**src/rtl/clock_enable_gen.sv**
```systemverilog
`default_nettype none
// ============================================================================
// Module      : clock_enable_gen
// Description : Multi-channel programmable clock-enable divider. Each channel
//               produces a one-cycle tick enable and a 50%-duty toggle output
//               from the single system clock; a channel may count the ticks
//               of the channel below it. Divisors reload through a
//               valid/ready port and take effect at the next wrap.
//               Optional macro CLKDIV_SYNC_EN adds a 'sync' input that
//               phase-aligns all enabled channels.
// Revision    : 1.0 - initial release
// ============================================================================
module clock_enable_gen #(
    parameter int                      NUM_CH  = 2,
    parameter int                      CNT_W   = 16,
    parameter logic [NUM_CH*CNT_W-1:0] DIV_RST = {16'd1019, 16'd51},
    parameter logic [NUM_CH-1:0]       CASCADE = 2'b10,
    localparam int                     CH_W    = (NUM_CH > 1) ? $clog2(NUM_CH) : 1
) (
    input  logic              clk,
    input  logic              reset_n,
    input  logic [NUM_CH-1:0] ch_en,
    input  logic              cfg_valid,
    output logic              cfg_ready,
    input  logic [CH_W-1:0]   cfg_ch,
    input  logic [CNT_W-1:0]  cfg_div,
    output logic              cfg_err,
    output logic [NUM_CH-1:0] pend,
    output logic [NUM_CH-1:0] tick,
    output logic [NUM_CH-1:0] clk_out
`ifdef CLKDIV_SYNC_EN
    ,
    input  logic              sync
`endif
);

    // ------------------------------------------------------------------
    // Configuration port decode (shared by all channels)
    // ------------------------------------------------------------------
    logic [(1<<CH_W)-1:0] w_pend_pad;
    logic                 w_ch_ok;
    logic                 w_wr;
    logic                 cfg_err_q;
    logic                 cfg_err_d;

    // Pad pend to a power-of-two width so any cfg_ch value indexes safely.
    always_comb begin
        w_pend_pad               = '0;
        w_pend_pad[NUM_CH-1:0]   = pend;
    end

    assign w_ch_ok   = ({{(32-CH_W){1'b0}}, cfg_ch} < 32'(NUM_CH));
    // Out-of-range targets are always "ready" so the master never stalls.
    assign cfg_ready = w_ch_ok ? ~w_pend_pad[cfg_ch] : 1'b1;
    assign w_wr      = cfg_valid & cfg_ready & w_ch_ok;
    assign cfg_err_d = cfg_valid & ~w_ch_ok;
    assign cfg_err   = cfg_err_q;

    // Register the error flag so it is a clean one-cycle pulse.
    always_ff @(posedge clk or negedge reset_n) begin
        if (!reset_n) begin
            cfg_err_q <= 1'b0;
        end else begin
            cfg_err_q <= cfg_err_d;
        end
    end

    // ------------------------------------------------------------------
    // Divider channels
    // ------------------------------------------------------------------
    for (genvar gi = 0; gi < NUM_CH; gi++) begin : g_ch
        localparam logic [CNT_W-1:0] C_DIV_RST = DIV_RST[gi*CNT_W +: CNT_W];

        logic [CNT_W-1:0] cnt_q, cnt_d;
        logic [CNT_W-1:0] div_q, div_d;
        logic [CNT_W-1:0] shd_q, shd_d;
        logic             pend_q, pend_d;
        logic             tick_q, tick_d;
        logic             clk_q, clk_d;
        logic             w_ev;
        logic             w_wr_here;

        // Source event: free-running, or the registered tick of the channel below.
        if (gi == 0 || !CASCADE[gi]) begin : g_free
            assign w_ev = 1'b1;
        end else begin : g_casc
            assign w_ev = tick[gi-1];
        end

        assign w_wr_here = w_wr && (cfg_ch == CH_W'(gi));

        // Next-state: count, wrap, toggle and pick up a pending divisor at a wrap.
        always_comb begin
            cnt_d  = cnt_q;
            div_d  = div_q;
            shd_d  = shd_q;
            pend_d = pend_q;
            tick_d = 1'b0;
            clk_d  = clk_q;
            if (!ch_en[gi]) begin
                // Idle channel: parked at phase zero, divisor applies immediately.
                cnt_d = '0;
                clk_d = 1'b0;
                if (pend_q) begin
                    div_d  = shd_q;
                    pend_d = 1'b0;
                end
`ifdef CLKDIV_SYNC_EN
            end else if (sync) begin
                // Phase alignment: restart the period without issuing a tick.
                cnt_d = '0;
                clk_d = 1'b0;
                if (pend_q) begin
                    div_d  = shd_q;
                    pend_d = 1'b0;
                end
`endif
            end else if (w_ev) begin
                if (cnt_q == div_q) begin
                    cnt_d  = '0;
                    tick_d = 1'b1;
                    clk_d  = ~clk_q;
                    if (pend_q) begin
                        div_d  = shd_q;
                        pend_d = 1'b0;
                    end
                end else begin
                    cnt_d = cnt_q + 1'b1;
                end
            end
            // A write is only accepted while nothing is pending, so it never
            // collides with the apply above; a same-cycle wrap keeps the old div.
            if (w_wr_here) begin
                shd_d  = cfg_div;
                pend_d = 1'b1;
            end
        end

        // Channel state registers.
        always_ff @(posedge clk or negedge reset_n) begin
            if (!reset_n) begin
                cnt_q  <= '0;
                div_q  <= C_DIV_RST;
                shd_q  <= C_DIV_RST;
                pend_q <= 1'b0;
                tick_q <= 1'b0;
                clk_q  <= 1'b0;
            end else begin
                cnt_q  <= cnt_d;
                div_q  <= div_d;
                shd_q  <= shd_d;
                pend_q <= pend_d;
                tick_q <= tick_d;
                clk_q  <= clk_d;
            end
        end

        assign pend[gi]    = pend_q;
        assign tick[gi]    = tick_q;
        assign clk_out[gi] = clk_q;
    end

endmodule
`default_nettype wire

```
**config.mk**
```make
export PLATFORM = sky130hd
export DESIGN_NAME = clock_enable_gen
export DESIGN_NICKNAME = d
export VERILOG_FILES = /design/src/rtl/clock_enable_gen.sv
export SDC_FILE = /design/constraint.sdc
export NUM_CORES = 1
export LEC_CHECK = 0
export ABC_AREA = 1
export ABC_CLOCK_PERIOD_IN_PS = 2200
export CAP_MARGIN = 20
export CORE_ASPECT_RATIO = 1.25
export CORE_MARGIN = 4
export CORE_UTILIZATION = 59
export DETAILED_ROUTE_END_ITERATION = 10
export PLACE_DENSITY = 0.84
export SKIP_CTS_REPAIR_TIMING = 1
export SYNTH_ARGS = -nofsm -noshare
export SYNTH_HDL_FRONTEND = slang
export SYNTH_SLANG_ARGS = --single-unit
```
**constraint.sdc**
```tcl
create_clock -name clk -period 2.2 [get_ports clk]
set_clock_uncertainty 0.05 [all_clocks]
set_input_delay 0.33 -clock clk [delete_from_list [all_inputs] [get_ports clk]]
set_output_delay 0.33 -clock clk [all_outputs]
set_load 0.02 [all_outputs]
```
# [Yosys cells after proc, flatten, opt, wreduce, memory -nomap -nowiden]
# Cells that the tools add are included.
[classes] n_addsub=2 order_cmp=1 n_eq_ne=8 mux=31 n_bitwise=5 n_reduce_logical=4
[op_table] operator="16-bit two-way mux" count=12
[op_table] operator="16-bit by 1-bit adder with 16-bit output, second input constant" count=2
[op_table] operator="16-bit == test" count=2
[op_table] operator="1-bit two-way mux" count=19
[op_table] operator="3-bit by 1-bit != test with 1-bit output, second input constant" count=3
[op_table] operator="2-bit by 1-bit != test with 1-bit output, second input constant" count=3
[op_table] operator="1-bit NOT" count=4
[op_table] operator="2-bit AND reduction" count=2
[op_table] operator="1-bit logical AND" count=2
[op_table] operator="1-bit by 2-bit < comparator with 1-bit output, second input constant" count=1
[op_table] operator="1-bit bitwise AND" count=1
[totals] ff_bits=102 input_bits=22 output_inout_bits=8 word_cells=63

# [Depth between registers and ports, before layout]
[depth] word_depth=7 ltp_mapped=12 depth_no_buf=11

# [Worst setup path after synthesis]
# Ideal clock, no wire load.
[synth_timing] path_kind="flip-flop to flip-flop" start="reg g_ch[1].div_q[9]" end="reg g_ch[1].div_q[10]" setup_time_ns=0.117 arrival_time_ns=1.426 required_time_ns=2.033 path_slack_ns=0.607 path_stages_with_launch=13 n_path_buf=1 period_less_slack_ns=1.593 path_cell_list="dfstp_2 > inv_1 > nand2_1 > nand2_1 > nor2_1 > nand2_1 > nor2_2 > nand2_4 > nand2_8 > nand3_4 > buf_6 > nand2_1 > nand2_1"
[synth_between] elab_chain_cells=3
[synth_rtl] item="start: declaration" line="75" text="logic [CNT_W-1:0] div_q, div_d;"
[synth_rtl] item="start signal: assignment" line="150" text="div_q <= div_d;"
[synth_rtl] item="16-bit == test" line="119" text="if (cnt_q == div_q) begin"
[synth_rtl] item="2-bit by 1-bit != test with 1-bit output (no source line)"
[synth_rtl] item="2-bit AND reduction (no source line)"
# No other way between the ends.
# A chain may end at the register's enable or synchronous reset.

# [Final worst setup path]
[layout_timing] start="reg g_ch[1].pend_q" end="out cfg_ready"
[layout_between] elab_chain_cells=3
[layout_rtl] item="start: declaration" line="77" text="logic pend_q, pend_d;"
[layout_rtl] item="start signal: assignment" line="152" text="pend_q <= pend_d;"
[layout_rtl] item="1-bit two-way mux (not written as such) (2 in series)" line="54" text="assign cfg_ready = w_ch_ok ? ~w_pend_pad[cfg_ch] : 1'b1;"
[layout_rtl] item="1-bit NOT" line="54"
[layout_rtl] item="end: declaration" line="24" text="output logic cfg_ready,"
# No other way between the ends. The select of a mux whose other input is x is not followed.

==> metrics list <==
- Antenna violations before repair: 0
- The initialized floorplan defines 37 standard-cell rows.
* Total number of yosys warnings: 0
* Crit start category: register
* Power density over the cells: 928 nW/um^2
- The first detailed-routing pass took 5 iterations.
* Die width: approximately 90 um
* Path category of the worst min-delay check: input port to async pin
* Critical Path Max Stage Delay: 630 ps
* Critical path data arrival time: roughly 1700 ps
- Sequential area share after synthesis: 0.515
- The critical path goes through inv_1 > nand2_1 > o21ai_0 > clkdlybuf4s50_1.
- Cell internal power was estimated by the tool at approximately 3500 uW.
- Placeable core area: 8290 um^2
- After synthesis the netlist holds a flip-flop and latch count of 102.
- In the finished design, the share of the clock period the worst path needs comes to 0.941.
- Gate count of the mapped netlist: 621
- In the global route stage, overall resource usage came out at 0.218.
* Via density per instance: 5.35
- Via count of the first global-routing pass: 4032
* Total of max-cap violations: 0
- Clock Tree Buf Depth: 2
- Max-slew violation total from the final report: 0
- Setup TNS: 0 ps
- Clock sink count: 102
- Routability congestion estimate: around 0.98
- Pin placement for this block handled 30 I/O pins.
- Across the VDD grid, the largest voltage drop is approximately 0.46 mV.
- DRC viols: 0
- The wire-length estimate of the detail-placed layout is 7.65 mm.
- Of all cell types, the one taking the most synthesized area is dfrtp_1.
- Along the worst path, the maximum fanout reaches 7.
- In this run the mean area of a mapped cell was 8.09 um^2.
- Net switching fraction of the power: 0.321
* Total power draw: 5160 uW
* Worst Setup Path Type: register to primary output
* Total via count after detailed routing: 3983
- When the netlist entered floorplanning its net count stood at 645.
* Deepest level of the CTS H-tree: 3
- The die covers 10100 um^2.
* Endpoint kind of the worst setup timing path: primary output
- The analysis attributes to cell leakage a power of between 0.002 and 0.003 uW.
- Yosys mapped the design onto 28 distinct sky130hd cell types.
* Vertical die dimension: 111 um
- The share of total power dissipated in the clock network is 0.238.
- Min Clock Period, post-route: 2070 ps
- Area Growth Syn to Fin: 10.6%
* Most used cells in the layout excluding fill and tap cells: nand2_1, dfrtp_1, inv_1
- Pin count of the biggest net entering global routing: 88
* Required arrival time at the worst endpoint: 1820 ps
- Summed over all layers, the routed wires come to 10.3 mm.
- The mapped netlist covers 5020 um^2.
- RSZ-0062 raised after global routing: false
- Fraction of layout cells with a size suffix above 1: 0.110
- For this block, the initial DRC count from the detailed router was 252.
- DRT antenna net count: 0
- Root Buffer: clkbuf_8
* Slowest cell on the critical path: clkdlybuf4s50_1
* Clock slew at reported path FFs: 100 ps
- Hold Violations, Final: 0
* Number of clock buffers inserted by TritonCTS: 9
- After the last flow step, the layout net total stands at 667.
- First-pass GRT wire length: 18.1 mm
- CTS tree: built
- The share of total power dissipated in combinational logic is 0.226.
* Routed wire length per instance: 13.9 um
- Clock network latency to the later pin of the worst-skew pair: between 300 and 400 ps
- Summed over all layers, the global routing overflow is 0.
* Antenna diodes: 0
- Initial standard-cell utilization of the core: 0.606
- During placement, the flow inserted port buffers numbering 28.
- Reg power frac: 0.536
- Setup violations remaining at the end of the flow were counted as 0.
* Reported net switching power: 1650 uW
- In the post-synthesis netlist, the biggest area contributors are dfrtp_1, nand2_1, dfstp_2, inv_1, xor2_1.
- Of the post-synthesis cell area, the dominant cell type holds 0.379.
- The setup check on the worst reg-to-reg path leaves a slack of 300 ps.
- The library cell used most frequently in the layout, excluding fill and tap cells, is nand2_1.
- Static timing analysis puts the maximum clock frequency at 483 MHz.
- Status: complete, no violations
[cells by family (layout without fill, tap and decap cells)]
group,Yosys count,after routing,synth area share
AO/OA/AOI/OAI,49,49,0.0501
XOR/XNOR,27,27,0.0471
adder cells (fa/ha/maj),2,2,0.00498
buffers and inverters,96,123,0.0842
flip-flops,102,102,0.515
other,1,1,0.000747
AND/OR/NAND/NOR,344,344,0.298
[stage by stage]
stage               cell area [um^2]  setup WS, ps  cells  hold WS [ps]   util
finish                          5560           130    745           314  0.670
global route                    5560          43.5    745           338  0.670
CTS                             5550           113    744          -247  0.669
detailed placement              5340           185    728           158  0.644
global placement                5340           231    728           156  0.644
floorplan                       5020           607    621         -15.6      -
[worst paths after layout]
check	startpoint	to	depth (start not counted)
max	g_ch[1].pend_q	cfg_ready	4
min	reset_n	g_ch[1].tick_q	2
max reg2reg	g_ch[1].div_q[6]	g_ch[1].cnt_q[11]	11
min reg2reg	g_ch[1].div_q[9]	g_ch[1].div_q[9]	2
max in group asynchronous	reset_n	g_ch[1].div_q[8]	3
min in group clk	g_ch[1].div_q[9]	g_ch[1].div_q[9]	2
[flip-flops by register name, indices dropped and copies added, names as in the netlist]
signal / count
g_ch.clk_q: 2
g_ch.cnt_q: 32
g_ch.div_q: 32
g_ch.pend_q: 2
g_ch.shd_q: 32
g_ch.tick_q: 2
[worst max-delay path, delay by kind of cell, from the launching register on]
kind / cells / cell delay, ps
buffers and inverters: 2 / 750
DFF: 1 / 470
AOI/OAI and AO/OA: 1 / 60
and+or+nand+nor: 1 / 50
[final cells by class]
class	instances	area, um^2
Clock buffer	12	155
Multi-Input combinational cell	423	2010
Timing Repair Buffer	38	368
Fill cell	678	2730
Inverter	69	259
Sequential cell	102	2580
Tap cell	97	121
Clock inverter	4	53.8
[synthesized netlist by cell type]
library cell  instances
a21o_1                1
a21oi_1               4
a31oi_1               3
and3_1                1
buf_2                 2
buf_4                12
buf_6                 2
clkbuf_1             11
conb_1                1
dfrtp_1              76
dfstp_2              26
ha_1                  2
inv_1                60
inv_2                 9
nand2_1             203
nand2_2               2
nand2_4               3
nand2_8               1
nand3_1              31
nand3_4               1
nand4_1              25
nor2_1               58
nor2_2                4
nor3_1                9
nor3b_1               6
o21ai_0              41
xnor2_1               2
xor2_1               25
[per-layer routing]
metal,track usage,wire length [um]
met5,0,0
met4,0.0797,207
met3,0.0394,351
met2,0.390,5560
met1,0.260,4220
[power by group through the flow]
stage | logic [uW] | clock network [uW] | registers (uW)
floorplan | 910 | 0 | 2690
global placement | 1120 | 0 | 2770
detailed placement | 1170 | 0 | 2790
CTS | 1180 | 1260 | 2760
global route | 1370 | 1330 | 2830
finish | 1160 | 1230 | 2760
No activity file was read; power rests on OpenSTA's default activity.
